$ cat src/rtl/trap_irq_sequencer.sv
// trap_irq_sequencer: machine-mode trap CSRs, UART interrupt latching and trap/mret redirect sequencing
module trap_irq_sequencer #(
    parameter int XLEN = 32
) (
    input  logic            clk,
    input  logic            rst,
    input  logic            instr_valid,
    input  logic [XLEN-1:0] pc,
    input  logic            csr_wre,
    input  logic            csr_rde,
    input  logic            is_mret,
    input  logic [11:0]     csr_addr,
    input  logic [XLEN-1:0] csr_wdata,
    input  logic            uart_rx_irq,
    input  logic            uart_tx_irq,
    output logic [XLEN-1:0] csr_rdata,
    output logic            kill,
    output logic            redirect,
    output logic [XLEN-1:0] redirect_pc
);
    typedef enum logic {RUN, REDIRECT} state_t;

    state_t          state, state_n;
    logic            mie_b, mpie, rxie, txie, rxp, txp, rx_prev, tx_prev;
    logic [XLEN-1:0] mtvec, mepc, mcause;
    logic            run, take, ret, en_rx, en_tx, wr;
    logic            unused_rde;

    assign unused_rde = csr_rde;
    assign en_rx      = rxp & rxie;
    assign en_tx      = txp & txie;
    assign wr         = csr_wre & instr_valid & ~kill;
    assign redirect   = state == REDIRECT;

    // state register
    always_ff @(posedge clk) begin
        if (!rst) state <= RUN;
        else      state <= state_n;
    end

    // trap/mret decisions; REDIRECT kills the wrong-path instruction and always returns to RUN
    always_comb begin
        run     = state == RUN;
        take    = run & instr_valid & mie_b & ~csr_wre & ~is_mret & (en_rx | en_tx);
        ret     = run & instr_valid & is_mret;
        kill    = take | ~run;
        state_n = (take | ret) ? REDIRECT : RUN;
    end

    // CSR file, pending latches and redirect target; trap/mret updates override a same-cycle write
    always_ff @(posedge clk) begin
        if (!rst) begin
            {mie_b, mpie, rxie, txie, rxp, txp, rx_prev, tx_prev} <= '0;
            mtvec       <= '0;
            mepc        <= '0;
            mcause      <= '0;
            redirect_pc <= '0;
        end else begin
            rx_prev <= uart_rx_irq;
            tx_prev <= uart_tx_irq;
            rxp     <= (uart_rx_irq & ~rx_prev) | (rxp & ~(take & en_rx));
            txp     <= (uart_tx_irq & ~tx_prev) | (txp & ~(take & ~en_rx));
            if (wr) begin
                case (csr_addr)
                    12'h300: {mpie, mie_b} <= {csr_wdata[7], csr_wdata[3]};
                    12'h304: {txie, rxie}  <= csr_wdata[17:16];
                    12'h305: mtvec         <= {csr_wdata[XLEN-1:2], 2'b00};
                    12'h341: mepc          <= {csr_wdata[XLEN-1:2], 2'b00};
                    12'h342: mcause        <= csr_wdata;
                    default: ;
                endcase
            end
            if (take) begin
                mepc        <= {pc[XLEN-1:2], 2'b00};
                mcause      <= en_rx ? 32'h8000_0010 : 32'h8000_0011;
                mpie        <= mie_b;
                mie_b       <= 1'b0;
                redirect_pc <= mtvec;
            end
            if (ret) begin
                mie_b       <= mpie;
                mpie        <= 1'b1;
                redirect_pc <= mepc;
            end
        end
    end

    // combinational CSR read mux
    always_comb begin
        case (csr_addr)
            12'h300: csr_rdata = {24'b0, mpie, 3'b0, mie_b, 3'b0};
            12'h304: csr_rdata = {14'b0, txie, rxie, 16'b0};
            12'h344: csr_rdata = {14'b0, txp, rxp, 16'b0};
            12'h305: csr_rdata = mtvec;
            12'h341: csr_rdata = mepc;
            12'h342: csr_rdata = mcause;
            default: csr_rdata = '0;
        endcase
    end
endmodule

$ cat config.mk
export PLATFORM = sky130hd
export DESIGN_NAME = trap_irq_sequencer
export DESIGN_NICKNAME = d
export VERILOG_FILES = /design/src/rtl/trap_irq_sequencer.sv
export SDC_FILE = /design/constraint.sdc
export NUM_CORES = 1
export LEC_CHECK = 0
export ABC_AREA = 1
export BUFFER_PORTS_ARGS = -buffer_cell sky130_fd_sc_hd__clkbuf_2
export CORE_MARGIN = 2
export CORE_UTILIZATION = 55
export CTS_CLUSTER_SIZE = 12
export DETAILED_ROUTE_END_ITERATION = 7
export PLACE_DENSITY = 0.81
export SYNTH_ARGS = -nofsm -noshare
export SYNTH_HDL_FRONTEND = slang
export SYNTH_SLANG_ARGS = --single-unit
$ cat constraint.sdc
create_clock -name clk -period 1.9 [get_ports clk]
set_clock_uncertainty 0.05 [all_clocks]
set_input_delay 0.19 -clock clk [delete_from_list [all_inputs] [get_ports clk]]
set_output_delay 0.19 -clock clk [all_outputs]
set_load 0.1 [all_outputs]
==> impl_metrics.yaml, run 1 <==
synth:
  async_flop_share_pct: 0
  ys_seq_area_share_pct: 38.88
  yosysTopAreaCellShare_pct: 38.88
  yosys_warnings: 0
  synth_most_common_cell: "nand2_1"
  synth_ff_type: "dfxtp_1"
  synth_common_cells: "346 x nand2_1, 143 x nor2_1, 142 x inv_1"
  ys_types: 25
  synth_area_mm2: 0.006745
  synthTopCellsByArea: "dfxtp_1 39%, nand2_1 19%, nor2_1 8.0%"
  yosysTopAreaCell: "dfxtp_1"
  ys_seq_elements: 131
  syn_inst: 1072
  synth_edf_count: 0
  postSynthAreaPerCell_um2: 6.292
cts:
  cts_tree: "yes"
  path_clk_slew_ns: 0.06
  cts.sinks: 131
  clock_latency_ns: 0.42
  cts_buffers: 17
  clock_path_buffers: 2
  root_buffer: "clkbuf_16"
  htreeDepth: 4
drt:
  wire_per_inst_um: 14.21
  drc: 0
  viasPerCell: 5.214
  dr.pass1.iters: 5
  antenna_left: 0
  routed_wl_um: 19800
  first_iter_violations: 592
  vias: 7269
sta:
  relSlewSlack_pct: 61.82
  final.period_utilization_pct: 98.56
  setup_tns_ns: 0
  post-route-min-period_ns: 1.873
  hold_viol: 0
  slew_violations: 0
  finalSetupViolCount: 0
  worst_pin_slew_ns: 0.5751
  max_freq_mhz: 534.0
  timing.hold.ws_ns: 0.01832
outcome:
  status: "finished, final reports clean"
floorplan:
  core_area_mm2: 0.01201
  pin_count: 150
  initial_core_util_pct: 56.16
  dieWidth_um: 114.7
  die-area_mm2: 0.01317
  num_rows: 40
  die_h_um: 114.7
layout:
  drive_gt1_share_pct: 21.01
  n_antenna_cell: 0
  instances_no_fill: 1394
  final_nets: 1318
  utilization_pct: 76.99
  fillers: 893
  areaGrowthSynthToFinish_pct: 37.10
global_routing:
  track_usage_pct: 30.30
  overflow: 0
  antenna_found_initial: 0
  grt_max_degree: 55
  grt_pass1_wl_um: 31390
  grt_pass1_vias: 6665
pwr:
  p_leak_uw: 0.004320
  irDropWorstVdd_uv: 523.6
  power.total_uw: 6651
  pwr_density_cell_mw_per_mm2: 719.2
worst_setup_path:
  critPathKind: "input pin to output pin"
  worst_setup_path_start_kind: "input pin"
  cp_data_required_time_ns: 1.66
  path_max_fanout: 15
  arrival_ns: 1.63
  end_kind: "output pin"
job:
  drv_cap: 0
place:
  dp.cells: 1327
  dp_hpwl_um: 12000
  port_buffers: 144
  gp_congestion: 0.9123
hold_path:
  worstHoldPathType: "input pin to register"
## flip-flops by register name, indices dropped and copies added (netlist names)
name	cells
redirect	1
mcause	32
rxp	1
mtvec	30
tx_prev	1
mpie	1
rxie	1
txie	1
mepc	30
txp	1
rx_prev	1
mie_b	1
redirect_pc	30
## cell type report
type | instances | area, um^2 | share of cell area [%]
flip-flops and latches | 131 | 2624 | 28.37
repair buffers | 205 | 1932 | 20.89
well taps | 147 | 183.9 | 1.989
clock inverters | 9 | 125.1 | 1.353
multi-input cells | 732 | 3331 | 36.02
clock buffers | 23 | 498.0 | 5.385
inverters | 147 | 554.3 | 5.994
## cells in the final DEF (no fill, tap or decap), types with 8 or more instances in the layout
cell type and n:
a21oi_2 10, a21oi_1 52, buf_12 42, clkbuf_16 20
nor2_4 11, nand4_1 8, inv_1 141, dlygate4sd3_1 31
nand3_1 49, o211ai_1 26, nor2_1 133, nand2_1 341
dfxtp_1 130, buf_4 15, clkbuf_2 111, nand2_2 19
o21ai_0 57, o21ai_1 12
## cells by family after synthesis
group / share of synthesized area (%)
AND/OR/NAND/NOR: 34.69
other: 0.05559
buffers and inverters: 13.21
flip-flops: 38.88
AO/OA/AOI/OAI: 13.17
## through the flow
| stage | setup WS [ns] | cell area (um^2) |
|---|---|---|
| floorplan | -0.7119 | 6815 |
| global placement | 0.1520 | 8177 |
| detailed placement | 0.07575 | 8177 |
| CTS | 0.03216 | 9117 |
| global route | -0.03148 | 9248 |
| finish | 0.02739 | 9248 |
## repair_timing
item / in CTS / in global routing
pin swaps: 1 / 3
endpoints found under the setup margin: 1 / 53
endpoints found under the hold margin: 34 / 0
cloned: 0 / 1
hold buffers: 31 / 0
buffers inserted: 1 / 2
resized for setup: 0 / 17
## layer usage
| metal | wire length [um] | global-route usage (%) | up-vias |
|---|---|---|---|
| met5 | 0 | 0 | - |
| met4 | 613 | 14.46 | 0 |
| met3 | 1501 | 6.484 | 58 |
| met2 | 9438 | 51.24 | 328 |
| met1 | 8250 | 36.90 | 3260 |
| li1 | - | - | 3623 |
## power breakdown
part / internal [uW] / switching [uW]
Clock: 2230 / 1190
Sequential: 2760 / 6.88
Combinational: 177 / 291
## worst paths after layout
kind / from / cells past startpoint / slack [ns] / endpoint
setup / recovery: csr_addr[7] / 11 / 0.03 / csr_rdata[12]
hold / removal: csr_wdata[16] / 3 / 0.02 / mtvec[16]
setup reg to reg: rxie / 10 / 0.11 / mepc[2]
hold reg to reg: rx_prev / 1 / 0.37 / rxp
## worst max-delay path: stages
cell	delay [ns]
clkbuf_2	0.10
inv_1	0.05
nand2_1	0.09
nor2_4	0.16
nand2_2	0.08
nor2_4	0.18
buf_12	0.13
clkbuf_16	0.17
nand2_1	0.06
o211ai_1	0.14
clkbuf_16	0.27
No activity file was read; power rests on OpenSTA's default activity.
==> inputs of run 2 (changes only) <==
HOLD_SLACK_MARGIN = 0.02   (was not set)
==> impl_metrics.yaml, run 2 (same netlist as run 1, synthesis figures left out) <==
layout:
  instances_no_fill: 1398
  largest-register: "mcause"
  final_cell_area_mm2: 0.009289
  final_nets: 1322
  layout_common_cells: "341 x nand2_1, 141 x inv_1, 133 x nor2_1"
  utilization_pct: 77.33
  final_common_cell: "nand2_1"
  largest_reg_flops: 32
  areaGrowthSynthToFinish_pct: 37.71
  n_antenna_cell: 0
  fillers: 888
  drive_gt1_share_pct: 21.18
global_routing:
  grt_pass1_vias: 6710
  grt_pass1_wl_um: 31620
  antenna_found_initial: 0
  grt_max_degree: 55
  overflow: 0
  track_usage_pct: 30.55
worst_setup_path:
  reg2reg_from: "rxie"
  critPathKind: "input pin to output pin"
  arrival_ns: 1.67
  path_max_fanout: 16
  worst_setup_path_start_kind: "input pin"
  r2r_cells: 10
  endpoint: "csr_rdata[12]"
  path_depth: 10
  cp_slowest_cell: "buf_12"
  slowest_delay_ns: 0.22
  timing.rr.end: "mepc[14]"
  crit_chain: "clkbuf_2 > inv_1 > nand2_2 > nor2_4 > nand2_1 > nor2_4 > buf_6 > nand2_1 > o211ai_1 > buf_12"
  end_kind: "output pin"
  cp-startpoint: "csr_addr[2]"
  crit_family: "simple AND/OR/NAND/NOR gates"
  reg2reg_slack_ns: 0.12
  crit_buf_inv: 4
  cp_data_required_time_ns: 1.66
cts:
  htreeDepth: 4
  clock_path_buffers: 2
  root_buffer: "clkbuf_16"
  cts_tree: "yes"
  cts.sinks: 131
  path_clk_slew_ns: 0.06
  clock_latency_ns: 0.43
  cts_buffers: 17
place:
  port_buffers: 144
  dpl_cell_area_mm2: 0.008177
  dp_hpwl_um: 12000
  dp.cells: 1327
  gp_congestion: 0.9123
sta:
  hold_viol: 0
  slew_violations: 0
  timing.hold.ws_ns: 0.03166
  max_freq_mhz: 524.9
  final.period_utilization_pct: 100.3
  relSlewSlack_pct: 61.87
  layout_setup_ws_ns: -0.005274
  worst_pin_slew_ns: 0.5743
  post-route-min-period_ns: 1.905
  finalSetupViolCount: 2
floorplan:
  num_rows: 40
  initial_core_util_pct: 56.16
  die_h_um: 114.7
  pin_count: 150
  die-area_mm2: 0.01317
  core_area_mm2: 0.01201
  dieWidth_um: 114.7
drt:
  drc: 0
  antenna_left: 0
  first_iter_violations: 548
  dr.pass1.iters: 5
  wire_per_inst_um: 14.50
  viasPerCell: 5.253
  routed_wl_um: 20270
  vias: 7344
pwr:
  pwr_density_cell_mw_per_mm2: 717.1
  irDropWorstVdd_uv: 495.8
  p_leak_uw: 0.004341
outcome:
  failed_checks: "negative setup slack"
  status: "finished, violations left"
job:
  drv_cap: 0
hold_path:
  worstHoldPathType: "input pin to register"
  whs_path_depth: 3
run 2: cell count changes in the layout (fill, tap and decap cells not counted):
cell	previous run	this run
buf_12	42	44
clkbuf_16	20	19
buf_6	2	3
dlygate4sd3_1	31	32
buf_2	0	1
run 2: worst register-to-register path, stage by stage, from the launching register on:
cell	delay, ns
dfxtp_1	0.34
nand2_1	0.13
nand2_4	0.10
nand3_4	0.11
buf_4	0.25
nand2_1	0.12
nand2_2	0.10
buf_8	0.23
nand2_1	0.10
nand2_1	0.09
nor2_1	0.05
run 2: worst min path at each step:
stage | to | from | slack, ns
finish | mtvec[16] | csr_wdata[16] | 0.03
global route | mtvec[16] | csr_wdata[16] | 0.04
CTS | rxie | csr_wdata[16] | 0.02
detailed placement | rx_prev | uart_rx_irq | 0.35
global placement | rx_prev | uart_rx_irq | 0.34
floorplan | rx_prev | uart_rx_irq | 0.25
run 2: metrics by stage:
step                 TNS [ns]  setup slack [ns]  total power (uW)
floorplan              -17.47           -0.7119              3045
global placement            0            0.1520              3222
detailed placement          0           0.07575              3226
CTS                         0           0.03216              6663
global route         -0.01372          -0.01357              6847
finish              -0.007444         -0.005274              6661
run 2: repair_timing:
action,4_1_cts,5_1_grt
setup buffers,1,2
gates cloned,0,4
hold buffers,32,0
endpoints found under the hold margin,35,0
setup endpoints to repair,1,55
gates resized for setup,0,15
pin swaps,1,2
run 2: power by group:
part	leakage, uW	internal [uW]	switching, uW
logic	0.00298	179	295
registers	0.00106	2760	7.20
clock network	0.000305	2230	1190
total	0.00434	5160	1500
run 2: final cells by class:
type	count	area, um^2	share of cell area (%)
clock buffer	23	498.0	5.361
sequential	131	2624	28.25
multi-input combinational	732	3331	35.86
inverter	147	554.3	5.967
clock inverter	9	125.1	1.347
tap	147	183.9	1.980
timing repair buffer	209	1973	21.24
run 2: per-layer routing:
layer	track usage (%)	part of all wire, %
met5	0	0
met1	36.86	40
met3	6.484	8.9
met2	51.79	48
met4	15.26	3.6
==> inputs of run 3 (changes only) <==
PLACE_DENSITY = not set   (was 0.81)
PLACE_DENSITY_LB_ADDON = 0.12   (was not set)
==> impl_metrics.yaml, run 3 (same netlist as run 1, synthesis figures left out) <==
global_routing:
  track_usage_pct: 30.67
  overflow: 0
  grt_pass1_vias: 6905
  grt_pass1_wl_um: 32050
  grt_max_degree: 69
  antenna_found_initial: 0
worst_setup_path:
  timing.rr.end: "redirect_pc[16]"
  cp_data_required_time_ns: 1.66
  critPathKind: "input pin to output pin"
  reg2reg_slack_ns: 0.09
  path_max_fanout: 8
  arrival_ns: 1.64
  end_kind: "output pin"
  worst_setup_path_start_kind: "input pin"
  r2r_cells: 9
  reg2reg_from: "redirect"
sta:
  relSlewSlack_pct: 61.39
  slew_violations: 0
  post-route-min-period_ns: 1.881
  final.period_utilization_pct: 98.99
  finalSetupViolCount: 0
  worst_pin_slew_ns: 0.5816
  hold_viol: 0
  max_freq_mhz: 531.7
  layout_setup_ws_ns: 0.01915
cts:
  root_buffer: "clkbuf_16"
  clock_latency_ns: 0.42
  clock_path_buffers: 2
  cts_tree: "yes"
  path_clk_slew_ns: 0.05
  cts.sinks: 131
  cts_buffers: 17
  htreeDepth: 4
layout:
  utilization_pct: 77.94
  final_common_cell: "nand2_1"
  n_antenna_cell: 0
  largest_reg_flops: 32
  areaGrowthSynthToFinish_pct: 38.79
  drive_gt1_share_pct: 21.76
  instances_no_fill: 1406
  layout_common_cells: "338 x nand2_1, 140 x inv_1, 133 x nor2_1"
  largest-register: "mcause"
  final_nets: 1330
floorplan:
  core_area_mm2: 0.01201
  die-area_mm2: 0.01317
  num_rows: 40
  dieWidth_um: 114.7
  initial_core_util_pct: 56.16
  die_h_um: 114.7
  pin_count: 150
place:
  port_buffers: 144
  dp_hpwl_um: 12070
  dp_slack_ns: 0.1315
  dp.cells: 1328
  gp_congestion: 0.8808
job:
  drv_cap: 0
hold_path:
  min-delay-start: "pc[30]"
  hold_end: "mepc[30]"
  whs_path_depth: 5
  worstHoldPathType: "input pin to register"
pwr:
  pwr_density_cell_mw_per_mm2: 716.7
  p_leak_uw: 0.004378
  irDropWorstVdd_uv: 581.7
  power.total_uw: 6709
drt:
  wire_per_inst_um: 14.80
  antenna_left: 0
  vias: 7380
  dr.pass1.iters: 8
  drc: 0
  first_iter_violations: 749
  viasPerCell: 5.249
  routed_wl_um: 20810
outcome:
  status: "finished, final reports clean"
-- run 3: cell count changes in the layout (fill, tap and decap cells not counted), sizes merged --
cell,change
bufinv,+1
dlygate4sd3,+1
clkbuf,+2
buf,+4
-- run 3: final cells by class --
type | count | area (um^2)
timing repair buffer | 217 | 2049
inverter | 147 | 551.8
clock inverter | 10 | 155.1
fill | 912 | 2650
multi-input combinational | 732 | 3333
tap | 147 | 183.9
sequential | 131 | 2624
clock buffer | 22 | 464.2
-- run 3: power by group --
group / internal (uW) / leakage (uW) / switching (uW) / total, uW
Clock: 2250 / 0.000300 / 1210 / 3460
Combinational: 184 / 0.00302 / 295 / 479
Sequential: 2760 / 0.00106 / 6.42 / 2760
-- run 3: through the flow --
step / cell area (um^2) / TNS, ns / hold WS [ns]
finish: 9361 / 0 / 0.06228
global route: 9361 / -0.1108 / 0.08590
CTS: 9171 / 0 / 0.04667
detailed placement: 8184 / 0 / 0.3538
global placement: 8184 / 0 / 0.3399
floorplan: 6815 / -17.47 / 0.2466
-- run 3: worst max path at each step --
stage,cells past startpoint,start,to
4_1_cts,7,redirect,kill
3_5_place_dp,8,redirect,redirect_pc[16]
5_1_grt,11,csr_addr[2],csr_rdata[4]
6_report,10,csr_addr[3],csr_rdata[26]
3_3_place_gp,12,csr_addr[3],csr_rdata[17]
2_1_floorplan,7,csr_addr[11],csr_rdata[10]
-- run 3: routing by layer --
metal  vias up  track usage (%)  wire, um
met3        68            6.906      1654
met5         -                0         0
met2       335            51.01      9911
met4         0            14.54       702
li1       3641                -         -
met1      3336            37.91      8543
-- run 3: repair_timing --
item	4_1_cts	5_1_grt
gates cloned	0	5
endpoints found under the setup margin	1	3
endpoints found under the hold margin	37	0
hold buffers	33	0
resized for setup	2	15
setup buffers	4	4
pin swaps	1	7
-- run 3: worst max-delay path: stages --
cell and delay (ns):
clkbuf_2 0.08, inv_1 0.07, nand2_2 0.10, nor2_4 0.12
inv_1 0.07, nor2_4 0.27, buf_12 0.19, nand2_2 0.05
o211ai_1 0.19, clkbuf_16 0.29
